`config.mk`:
```
export PLATFORM = sky130hd
export DESIGN_NAME = rs_control_unit
export DESIGN_NICKNAME = d
export VERILOG_FILES = /design/src/rtl/rs_control_unit.sv
export SDC_FILE = /design/constraint.sdc
export NUM_CORES = 1
export LEC_CHECK = 0
export ABC_CLOCK_PERIOD_IN_PS = 5100
export BUFFER_PORTS_ARGS = -buffer_cell sky130_fd_sc_hd__buf_2
export CORE_AREA = 10 10 56 58
export DETAILED_ROUTE_END_ITERATION = 8
export DIE_AREA = 0 0 66 68
export HOLD_SLACK_MARGIN = 0.08
export PLACE_DENSITY = 0.81
export SLEW_MARGIN = 0
export SYNTH_ARGS = -nofsm -noshare
export SYNTH_HDL_FRONTEND = slang
export SYNTH_SLANG_ARGS = --single-unit
export TNS_END_PERCENT = 5
```
`constraint.sdc`:
```
create_clock -name CLK -period 5.1 [get_ports CLK]
set_input_delay 1.02 -clock CLK [delete_from_list [all_inputs] [get_ports CLK]]
set_output_delay 1.02 -clock CLK [all_outputs]
set_load 0.01 [all_outputs]
```
`src/rtl/rs_control_unit.sv`:
```
// rs_control_unit
//   Hardwired Moore sequencer for the 8-bit accumulator CPU. It walks
//   fetch / decode / execute, drives every datapath register load, bus
//   source enable and memory strobe, supplies the ALU select lines, and
//   owns the architectural Z flag.
// Ports:
//   CLK, RST_N         clock, asynchronous active-low reset
//   DR_IN[7:0]         DR contents, decoded as the opcode in FETCH3
//   Z_IN               accumulator zero-detect of the current ALU result
//   *_LOAD / *_INC     register controls; AR_SRC selects AR <- PC (0) or {DR,TR} (1)
//   *_BUS              bus source enables (at most one high per state)
//   MEM_READ/MEM_WRITE memory strobes at address AR
//   ALUS1..ALUS7       ALU select lines
//   Z_FLAG             architectural zero flag
//   STATE[5:0]         current state code (RESET0 = 0, FETCH1 = 1, ...)
module rs_control_unit (
    input  logic       CLK,
    input  logic       RST_N,
    input  logic [7:0] DR_IN,
    input  logic       Z_IN,
    output logic       AR_LOAD,
    output logic       AR_INC,
    output logic       PC_LOAD,
    output logic       PC_INC,
    output logic       DR_LOAD,
    output logic       TR_LOAD,
    output logic       IR_LOAD,
    output logic       R_LOAD,
    output logic       AC_LOAD,
    output logic       AR_SRC,
    output logic       PC_BUS,
    output logic       DR_BUS,
    output logic       TR_BUS,
    output logic       R_BUS,
    output logic       AC_BUS,
    output logic       MEM_READ,
    output logic       MEM_WRITE,
    output logic       ALUS1,
    output logic       ALUS2,
    output logic       ALUS3,
    output logic       ALUS4,
    output logic       ALUS5,
    output logic       ALUS6,
    output logic       ALUS7,
    output logic       Z_FLAG,
    output logic [5:0] STATE
);

    typedef enum logic [5:0] {
        RESET0, FETCH1, FETCH2, FETCH3, NOP1,
        LDAC1, LDAC2, LDAC3, LDAC4, LDAC5,
        STAC1, STAC2, STAC3, STAC4, STAC5,
        MVAC1, MOVR1, JUMP1, JUMP2, JUMP3,
        JMPZY1, JMPZY2, JMPZY3, JMPZN1, JMPZN2,
        JPNZY1, JPNZY2, JPNZY3, JPNZN1, JPNZN2,
        ADD1, SUB1, INAC1, CLAC1, AND1, OR1, XOR1, NOT1
    } state_t;

    state_t     state, state_nxt;
    logic       z_flag;
    logic [6:0] alus;   // {ALUS1..ALUS4, ALUS5, ALUS6, ALUS7}

    always_ff @(posedge CLK or negedge RST_N) begin
        if (!RST_N) state <= RESET0;
        else        state <= state_nxt;
    end

    // Z tracks the accumulator: it only moves on edges that load AC.
    always_ff @(posedge CLK or negedge RST_N) begin
        if (!RST_N)       z_flag <= 1'b0;
        else if (AC_LOAD) z_flag <= Z_IN;
    end

    always_comb begin
        state_nxt = FETCH1;   // every final execute state returns to fetch
        case (state)
            FETCH1: state_nxt = FETCH2;
            FETCH2: state_nxt = FETCH3;
            FETCH3: begin
                // Bytes with a nonzero high nibble fall through as NOP.
                if (DR_IN[7:4] != 4'h0) state_nxt = NOP1;
                else begin
                    case (DR_IN[3:0])
                        4'h0: state_nxt = NOP1;
                        4'h1: state_nxt = LDAC1;
                        4'h2: state_nxt = STAC1;
                        4'h3: state_nxt = MVAC1;
                        4'h4: state_nxt = MOVR1;
                        4'h5: state_nxt = JUMP1;
                        4'h6: state_nxt = z_flag ? JMPZY1 : JMPZN1;
                        4'h7: state_nxt = z_flag ? JPNZN1 : JPNZY1;
                        4'h8: state_nxt = ADD1;
                        4'h9: state_nxt = SUB1;
                        4'hA: state_nxt = INAC1;
                        4'hB: state_nxt = CLAC1;
                        4'hC: state_nxt = AND1;
                        4'hD: state_nxt = OR1;
                        4'hE: state_nxt = XOR1;
                        default: state_nxt = NOT1;
                    endcase
                end
            end
            LDAC1:  state_nxt = LDAC2;
            LDAC2:  state_nxt = LDAC3;
            LDAC3:  state_nxt = LDAC4;
            LDAC4:  state_nxt = LDAC5;
            STAC1:  state_nxt = STAC2;
            STAC2:  state_nxt = STAC3;
            STAC3:  state_nxt = STAC4;
            STAC4:  state_nxt = STAC5;
            JUMP1:  state_nxt = JUMP2;
            JUMP2:  state_nxt = JUMP3;
            JMPZY1: state_nxt = JMPZY2;
            JMPZY2: state_nxt = JMPZY3;
            JMPZN1: state_nxt = JMPZN2;
            JPNZY1: state_nxt = JPNZY2;
            JPNZY2: state_nxt = JPNZY3;
            JPNZN1: state_nxt = JPNZN2;
            default: state_nxt = FETCH1;
        endcase
    end

    always_comb begin
        AR_LOAD = 1'b0; AR_INC = 1'b0; PC_LOAD = 1'b0; PC_INC = 1'b0;
        DR_LOAD = 1'b0; TR_LOAD = 1'b0; IR_LOAD = 1'b0; R_LOAD = 1'b0;
        AC_LOAD = 1'b0; AR_SRC = 1'b0;
        PC_BUS = 1'b0; DR_BUS = 1'b0; TR_BUS = 1'b0; R_BUS = 1'b0; AC_BUS = 1'b0;
        MEM_READ = 1'b0; MEM_WRITE = 1'b0;
        alus = 7'b0000_00_0;
        case (state)
            FETCH1: AR_LOAD = 1'b1;
            FETCH2: begin MEM_READ = 1'b1; DR_LOAD = 1'b1; PC_INC = 1'b1; end
            FETCH3: begin IR_LOAD = 1'b1; AR_LOAD = 1'b1; end
            LDAC1, STAC1: begin
                MEM_READ = 1'b1; DR_LOAD = 1'b1; PC_INC = 1'b1; AR_INC = 1'b1;
            end
            LDAC2, STAC2: begin
                TR_LOAD = 1'b1; MEM_READ = 1'b1; DR_LOAD = 1'b1; PC_INC = 1'b1;
            end
            LDAC3, STAC3: begin AR_LOAD = 1'b1; AR_SRC = 1'b1; end
            LDAC4:  begin MEM_READ = 1'b1; DR_LOAD = 1'b1; end
            LDAC5:  begin DR_BUS = 1'b1; AC_LOAD = 1'b1; alus = 7'b0100_00_0; end
            STAC4:  begin AC_BUS = 1'b1; DR_LOAD = 1'b1; end
            STAC5:  begin DR_BUS = 1'b1; MEM_WRITE = 1'b1; end
            MVAC1:  begin AC_BUS = 1'b1; R_LOAD = 1'b1; end
            MOVR1:  begin R_BUS = 1'b1; AC_LOAD = 1'b1; alus = 7'b0100_00_0; end
            JUMP1, JMPZY1, JPNZY1: begin MEM_READ = 1'b1; DR_LOAD = 1'b1; AR_INC = 1'b1; end
            JUMP2, JMPZY2, JPNZY2: begin TR_LOAD = 1'b1; MEM_READ = 1'b1; DR_LOAD = 1'b1; end
            JUMP3, JMPZY3, JPNZY3: PC_LOAD = 1'b1;
            // Not-taken branch skips the two address bytes.
            JMPZN1, JMPZN2, JPNZN1, JPNZN2: PC_INC = 1'b1;
            ADD1:   begin R_BUS = 1'b1; AC_LOAD = 1'b1; alus = 7'b1100_00_0; end
            SUB1:   begin R_BUS = 1'b1; AC_LOAD = 1'b1; alus = 7'b1011_00_0; end
            INAC1:  begin AC_LOAD = 1'b1; alus = 7'b1001_00_0; end
            CLAC1:  begin AC_LOAD = 1'b1; alus = 7'b0000_00_0; end
            AND1:   begin R_BUS = 1'b1; AC_LOAD = 1'b1; alus = 7'b0000_00_1; end
            OR1:    begin R_BUS = 1'b1; AC_LOAD = 1'b1; alus = 7'b0000_01_1; end
            XOR1:   begin R_BUS = 1'b1; AC_LOAD = 1'b1; alus = 7'b0000_10_1; end
            NOT1:   begin AC_LOAD = 1'b1; alus = 7'b0000_11_1; end
            default: ;
        endcase
    end

    assign {ALUS1, ALUS2, ALUS3, ALUS4, ALUS5, ALUS6, ALUS7} = alus;
    assign Z_FLAG = z_flag;
    assign STATE  = state;

endmodule

```
==> summary.md, run 1 <==
| Metric | Value |
|---|---|
| Status | completed |
| Post-DR wirelength/cell | 14.4 um |
| Final WL | 3010 um |
| Area of the multi-input gates | approximately 740 sq um |
| Hold_buf cts | 0 |
| Initial antenna violation count | 0 |
| Setup TNS | 0 ns |
| Crit path DAT | approximately 2.1 ns |
| R2r startpoint | STATE[0] |
| Hold WC Path Type | input pin to asynchronous set/reset pin |
| Drt pass-1 iters | 4 |
| Pin count of the biggest net entering global routing | 31 |
| ANT cells | 0 |
| DP HPWL | around 2300 um |
| Reg2Reg Depth | 4 |
| Worst VDD drop | 0.000288 V |
| Post-route DRC | 0 |
| Final ANT Viol Nets | 0 |
| Num CTS Buffers | 3 |
| Via count | about 1200 |
| Die H | 68 um |
| Minimum clock period | 3.10 ns |
| Die Width | 66 um |
| Tcrit/Tclk final | 60.9% |
| FF-to-FF setup slack | ~3 ns |
| Die area | 0.00449 sq mm |
| Rows | 17 |
| Post-CTS Setup Bufs | 0 |
| Slew margin rel. | 51.6% |
| Synthesized flop and latch total | 7 |
| Fin. max-slew vios | 0 |
| Critical Path RT | 4.08 ns |
| Area grow syn2layout | 19.1% |
| Post-Syn Instances | 152 |
| Power per Cell Area | between 500 and 600 mW/mm^2 |
| RSZ-0062 raised after global routing | false |
| Share of layout cells above drive strength 1 | between 20% and 30% |
| Clock Path Buffers | 2 |
| CTS sink cnt | 7 |
| FF/Latch Area | 175 sq um |
| Hold WS | 0.590 ns |
| Root buffer cell | clkbuf_4 |
| Final Hold Fails | 0 |
| Global route total overflow | 0 |
| CP startpoint | STATE[0] |
| Fillers | 202 |
| 1st-iter DRT viols | 91 |
| Setup Viol. Count Final | 0 |
| Initial Utilization | 47.6% |
| I/O Buffers | 39 |
| Layout Nets | ~190 |
| Clock Skews | roughly 0.0045 ns |
| Seq/Total Area, Yosys | around 17% |
| Crit path to | ALUS1 |
| Cts repair resizes | 0 |
| Post-route core utilization | 56.7% |
| Fmax | ~320 MHz |
| Core Area | 0.00211 sq mm |
| Pleak | 0.571 nW |
| Vias in the first global route | 1169 |
| R2r endpoint | Z_FLAG |
| Synth Warn # | 0 |
| H-Tree Depth | 1 |
| Gr usage total | 13.4% |
| Ys async rst share | 100% |
| CP endpoint kind | primary output |
| Distinct cells, synth | 45 |
| Final Power | 0.628 mW |
| Vias per cell | about 6.0 |
| Routability cong. | 0.905 |
| First-pass GRT wire length | 5040 um |
| Post-synth EDFFs | 0 |
| CTS tree | yes |
| Startpoint types | flip-flop |
| Io pins | 42 |
| Worst Max-Slew Pin Slew | around 0.73 ns |
| Predominant post-synthesis flop cell | dfrtp_1 |
| Synthesized area | 0.00100 sq mm |
| Clk slew on worst S/H paths | roughly 0.050 ns |
| Avg Cell Area, Syn | 6.59 sq um |
| Crit path kind | flip-flop to primary output |
| Max_cap viols | 0 |
| Worst-path fanout max | 25 |
| Clk Latency, worst-skew pair | 0.25 ns |
synthesized netlist by cell type (2+ instances only):
cell type	instances	area share (%)
o22ai_1	4	2.5
nand2_1	12	4.5
and3_1	5	3.1
a31oi_1	2	1.2
dfrtp_1	7	17
clkbuf_1	9	3.4
nor2b_1	5	3.1
a21oi_1	10	5.0
nor3_1	8	4.0
buf_4	2	1.5
nand2b_1	9	5.6
o31ai_1	4	3.0
nand3b_1	4	3.0
a21o_1	4	3.0
inv_1	5	1.9
nand3_1	5	2.5
o21ai_0	11	5.5
buf_2	4	2.0
nor2_1	15	5.6
a221oi_1	2	1.7
worst max-delay path: stages, from the launching register on:
cell and delay [ns]:
dfrtp_1 0.62, or4_1 0.62, or3_1 0.35, o31ai_1 0.08, buf_2 0.17
cell families after synthesis:
group | synth area share, %
DFF | 17.5
other | 0.374
buffers and inverters | 9.11
muxes | 2.25
and+or+nand+nor | 37.5
AOI/OAI and AO/OA | 33.3
power breakdown:
group	internal [mW]	leakage (nW)	total [mW]	switching, mW
Sequential	0.0748	0.0886	0.173	0.0982
Clock	0.0298	0.0150	0.0487	0.0190
Combinational	0.187	0.468	0.406	0.219
Total	0.292	0.571	0.628	0.336
worst min path at each step:
stage / from / to / slack, ns / cells after the start
2_1_floorplan: Z_FLAG / Z_FLAG / 0.58 / 1
3_3_place_gp: Z_FLAG / Z_FLAG / 0.59 / 1
3_5_place_dp: Z_FLAG / Z_FLAG / 0.59 / 1
4_1_cts: RST_N / STATE[2] / 0.58 / 1
5_1_grt: RST_N / STATE[2] / 0.59 / 1
6_report: RST_N / STATE[2] / 0.59 / 1
cell usage in the layout, fill, tap and decap left out, types with 2 or more instances in the layout:
| cell | instances |
|---|---|
| nand3_1 | 5 |
| nor3_1 | 8 |
| clkbuf_4 | 3 |
| o22ai_1 | 4 |
| conb_1 | 2 |
| nand3b_1 | 4 |
| nor2b_1 | 5 |
| nand2b_1 | 9 |
| a21o_1 | 4 |
| inv_1 | 5 |
| a31oi_1 | 2 |
| o31ai_1 | 4 |
| dfrtp_1 | 7 |
| a221oi_1 | 2 |
| and3_1 | 5 |
| nor2_1 | 15 |
| nand2_1 | 12 |
| o21ai_0 | 11 |
| a21oi_1 | 10 |
| buf_2 | 39 |
per-layer routing:
layer / track usage, % / up-vias / part of all wire (%)
li1: - / 616 / -
met1: 15.2 / 564 / 41
met2: 23.3 / 61 / 49
met3: 3.75 / 6 / 8.8
met4: 5.24 / 0 / 1.6
met5: 0 / - / 0
through the flow:
| stage | setup WS (ns) | instance area, sq um | std cells |
|---|---|---|---|
| global placement | 2.30 | 1170 | 205 |
| finish | 2.00 | 1190 | 209 |
| global route | 1.86 | 1190 | 209 |
| CTS | 1.99 | 1190 | 209 |
| detailed placement | 2.27 | 1170 | 205 |
| floorplan | 2.52 | 1010 | 153 |
cell type report:
cell class / count / share of cell area, %
tap: 28 / 2.94
sequential: 7 / 14.7
inverter: 6 / 1.89
timing repair buffer: 39 / 16.4
multi-input combinational: 125 / 61.9
clock buffer: 4 / 2.20
state kept, by name (all words and copies together) (netlist names):
name and cells:
STATE 6, Z_FLAG 1
No activity file was read; power rests on OpenSTA's default activity.
==> run 2, diff against run 1 <==
- ABC_CLOCK_PERIOD_IN_PS: 5100 -> 3200
- CORE_AREA: 10 10 56 58 -> 10 10 57 59
- DIE_AREA: 0 0 66 68 -> 0 0 67 69
- PLACE_DENSITY: 0.81 -> 0.78
- clock period: 5.1 -> 3.2 ns (I/O delays scaled with it)
==> run 2 against run 1 <==
  * Combinational power up 62%
  * First-iteration DRC count up 12%
  * Worst setup slack worse by 1.5 ns
==> summary.md, run 2 (synthesis gave the netlist of run 1 again) <==
| Metric | Value |
|---|---|
| Clock Skews | slightly below 0.005 ns |
| Routability cong. | 0.859 |
| Initial antenna violation count | 0 |
| Clk slew on worst S/H paths | 0.06 ns |
| Fin. max-slew vios | 0 |
| Pin count of the biggest net entering global routing | 31 |
| Gr usage total | around an eighth |
| R2r startpoint | STATE[0] |
| Final Non-Filler Cells | 210 |
| Rows | 17 |
| Area grow syn2layout | 20.0% |
| FF-to-FF setup slack | 1.14 ns |
| Worst-path fanout max | 25 |
| Layout Nets | 194 |
| Initial Utilization | a little under half |
| Setup Viol. Count Final | 0 |
| Worst VDD drop | between 0.0003 and 0.0004 V |
| Tcrit/Tclk final | 85.3% |
| Worst setup margin | 0.472 ns |
| CTS tree | yes |
| ANT cells | 0 |
| Final Hold Fails | 0 |
| Num CTS Buffers | 3 |
| First-pass GRT wire length | 5130 um |
| Pre-CTS setup slack | 0.755 ns |
| CP endpoint kind | primary output |
| Post-route DRC | 0 |
| Clk Latency, worst-skew pair | 0.26 ns |
| Crit path kind | flip-flop to primary output |
| Max_cap viols | 0 |
| Global route total overflow | 0 |
| RSZ-0062 raised after global routing | false |
| Post-DR wirelength/cell | approximately 15 um |
| Drt pass-1 iters | 4 |
| 1st-iter DRT viols | 102 |
| Die area | 0.00462 sq mm |
| Vias in the first global route | roughly 1100 |
| Hold_buf cts | 0 |
| H-Tree Depth | 1 |
| Post-route core utilization | 56.0% |
| Fmax | 367 MHz |
| Status | completed |
| Final WL | approximately 3200 um |
| Clock Path Buffers | 2 |
| Most common cell after layout, fill and taps aside | buf_2 |
| Fillers | between 200 and 250 |
| Die H | 69 um |
| Critical Path RT | 2.56 ns |
| Placed cell count | 206 |
| Die Width | 67 um |
| Post-CTS Setup Bufs | 0 |
| R2r endpoint | Z_FLAG |
| Minimum clock period | 2.73 ns |
| CTS sink cnt | 7 |
| DP HPWL | 2480 um |
| Via count | 1218 |
| Root buffer cell | clkbuf_4 |
| Final ANT Viol Nets | 0 |
| Worst Max-Slew Pin Slew | 0.776 ns |
| Cts repair resizes | 0 |
| Startpoint types | flip-flop |
| Crit path DAT | 2.09 ns |
| Crit path to | ALUS1 |
| CP startpoint | STATE[0] |
| Share of layout cells above drive strength 1 | 25.8% |
| I/O Buffers | 39 |
| Commonest cells after routing, fill and taps aside | buf_2, nor2_1, nand2_1 |
| Io pins | between 40 and 50 |
| Vias per cell | 5.80 |
| Slew margin rel. | 48.3% |
| Hold WC Path Type | input pin to asynchronous set/reset pin |
| Setup TNS | 0 ns |
| Hold WS | 0.189 ns |
| Reg2Reg Depth | 4 |
| Power per Cell Area | roughly 840 mW/mm^2 |
| Max reg flops | 6 |
| Pleak | 0.579 nW |
| Core Area | 0.00215 sq mm |
==> run 2: changes by cell type in the layout (fill, tap and decap cells not counted) <==
| cell | delta |
|---|---|
| buf_4 | +1 |
| clkbuf_1 | -1 |
| clkinv_2 | +1 |
==> run 2: routing by layer <==
layer  global-route usage (%)  part of all wire, %  routed length, um  up-vias
li1                         -                    -                  -      620
met1                     14.4                   41               1310      551
met2                     23.4                   50               1600       47
met3                     4.03                  9.3                297        0
met4                     2.26                    0                  0        0
met5                        0                    0                  0        -
==> run 2: worst min-delay path by stage <==
stage	start	end	slack, ns	cells past startpoint
final	RST_N	STATE[3]	0.19	1
after global routing	RST_N	STATE[4]	0.20	1
after CTS	RST_N	STATE[3]	0.19	1
after detailed placement	RST_N	STATE[5]	0.47	1
after global placement	RST_N	STATE[5]	0.47	1
after floorplan	RST_N	STATE[0]	0.34	0
==> run 2: worst max-delay path, cell delays in order (launching register included) <==
cell     delay (ns)
dfrtp_1        0.60
or4_1          0.63
or3_1          0.35
o31ai_1        0.08
buf_2          0.17
==> run 2: where the power goes <==
| group | switching (mW) | internal [mW] | leakage (nW) |
|---|---|---|---|
| Sequential | 0.151 | 0.119 | 0.0886 |
| Clock | 0.0387 | 0.0460 | 0.0177 |
| Combinational | 0.358 | 0.299 | 0.473 |
| Total | 0.548 | 0.464 | 0.579 |
==> run 2: stage by stage <==
step,area [sq um],power [mW]
6_report,1200,1.01
5_1_grt,1200,1.11
4_1_cts,1200,1.01
3_5_place_dp,1170,0.925
3_3_place_gp,1170,0.906
2_1_floorplan,1010,0.726
==> run 2: cell type report <==
type / instances / area (sq um) / share of cell area, %
repair buffers: 40 / 203 / 16.9
clock inverters: 1 / 5.00 / 0.416
flip-flops and latches: 7 / 175 / 14.6
clock buffers: 3 / 22.5 / 1.87
inverters: 6 / 22.5 / 1.87
well taps: 28 / 35.0 / 2.91
multi-input cells: 125 / 739 / 61.5
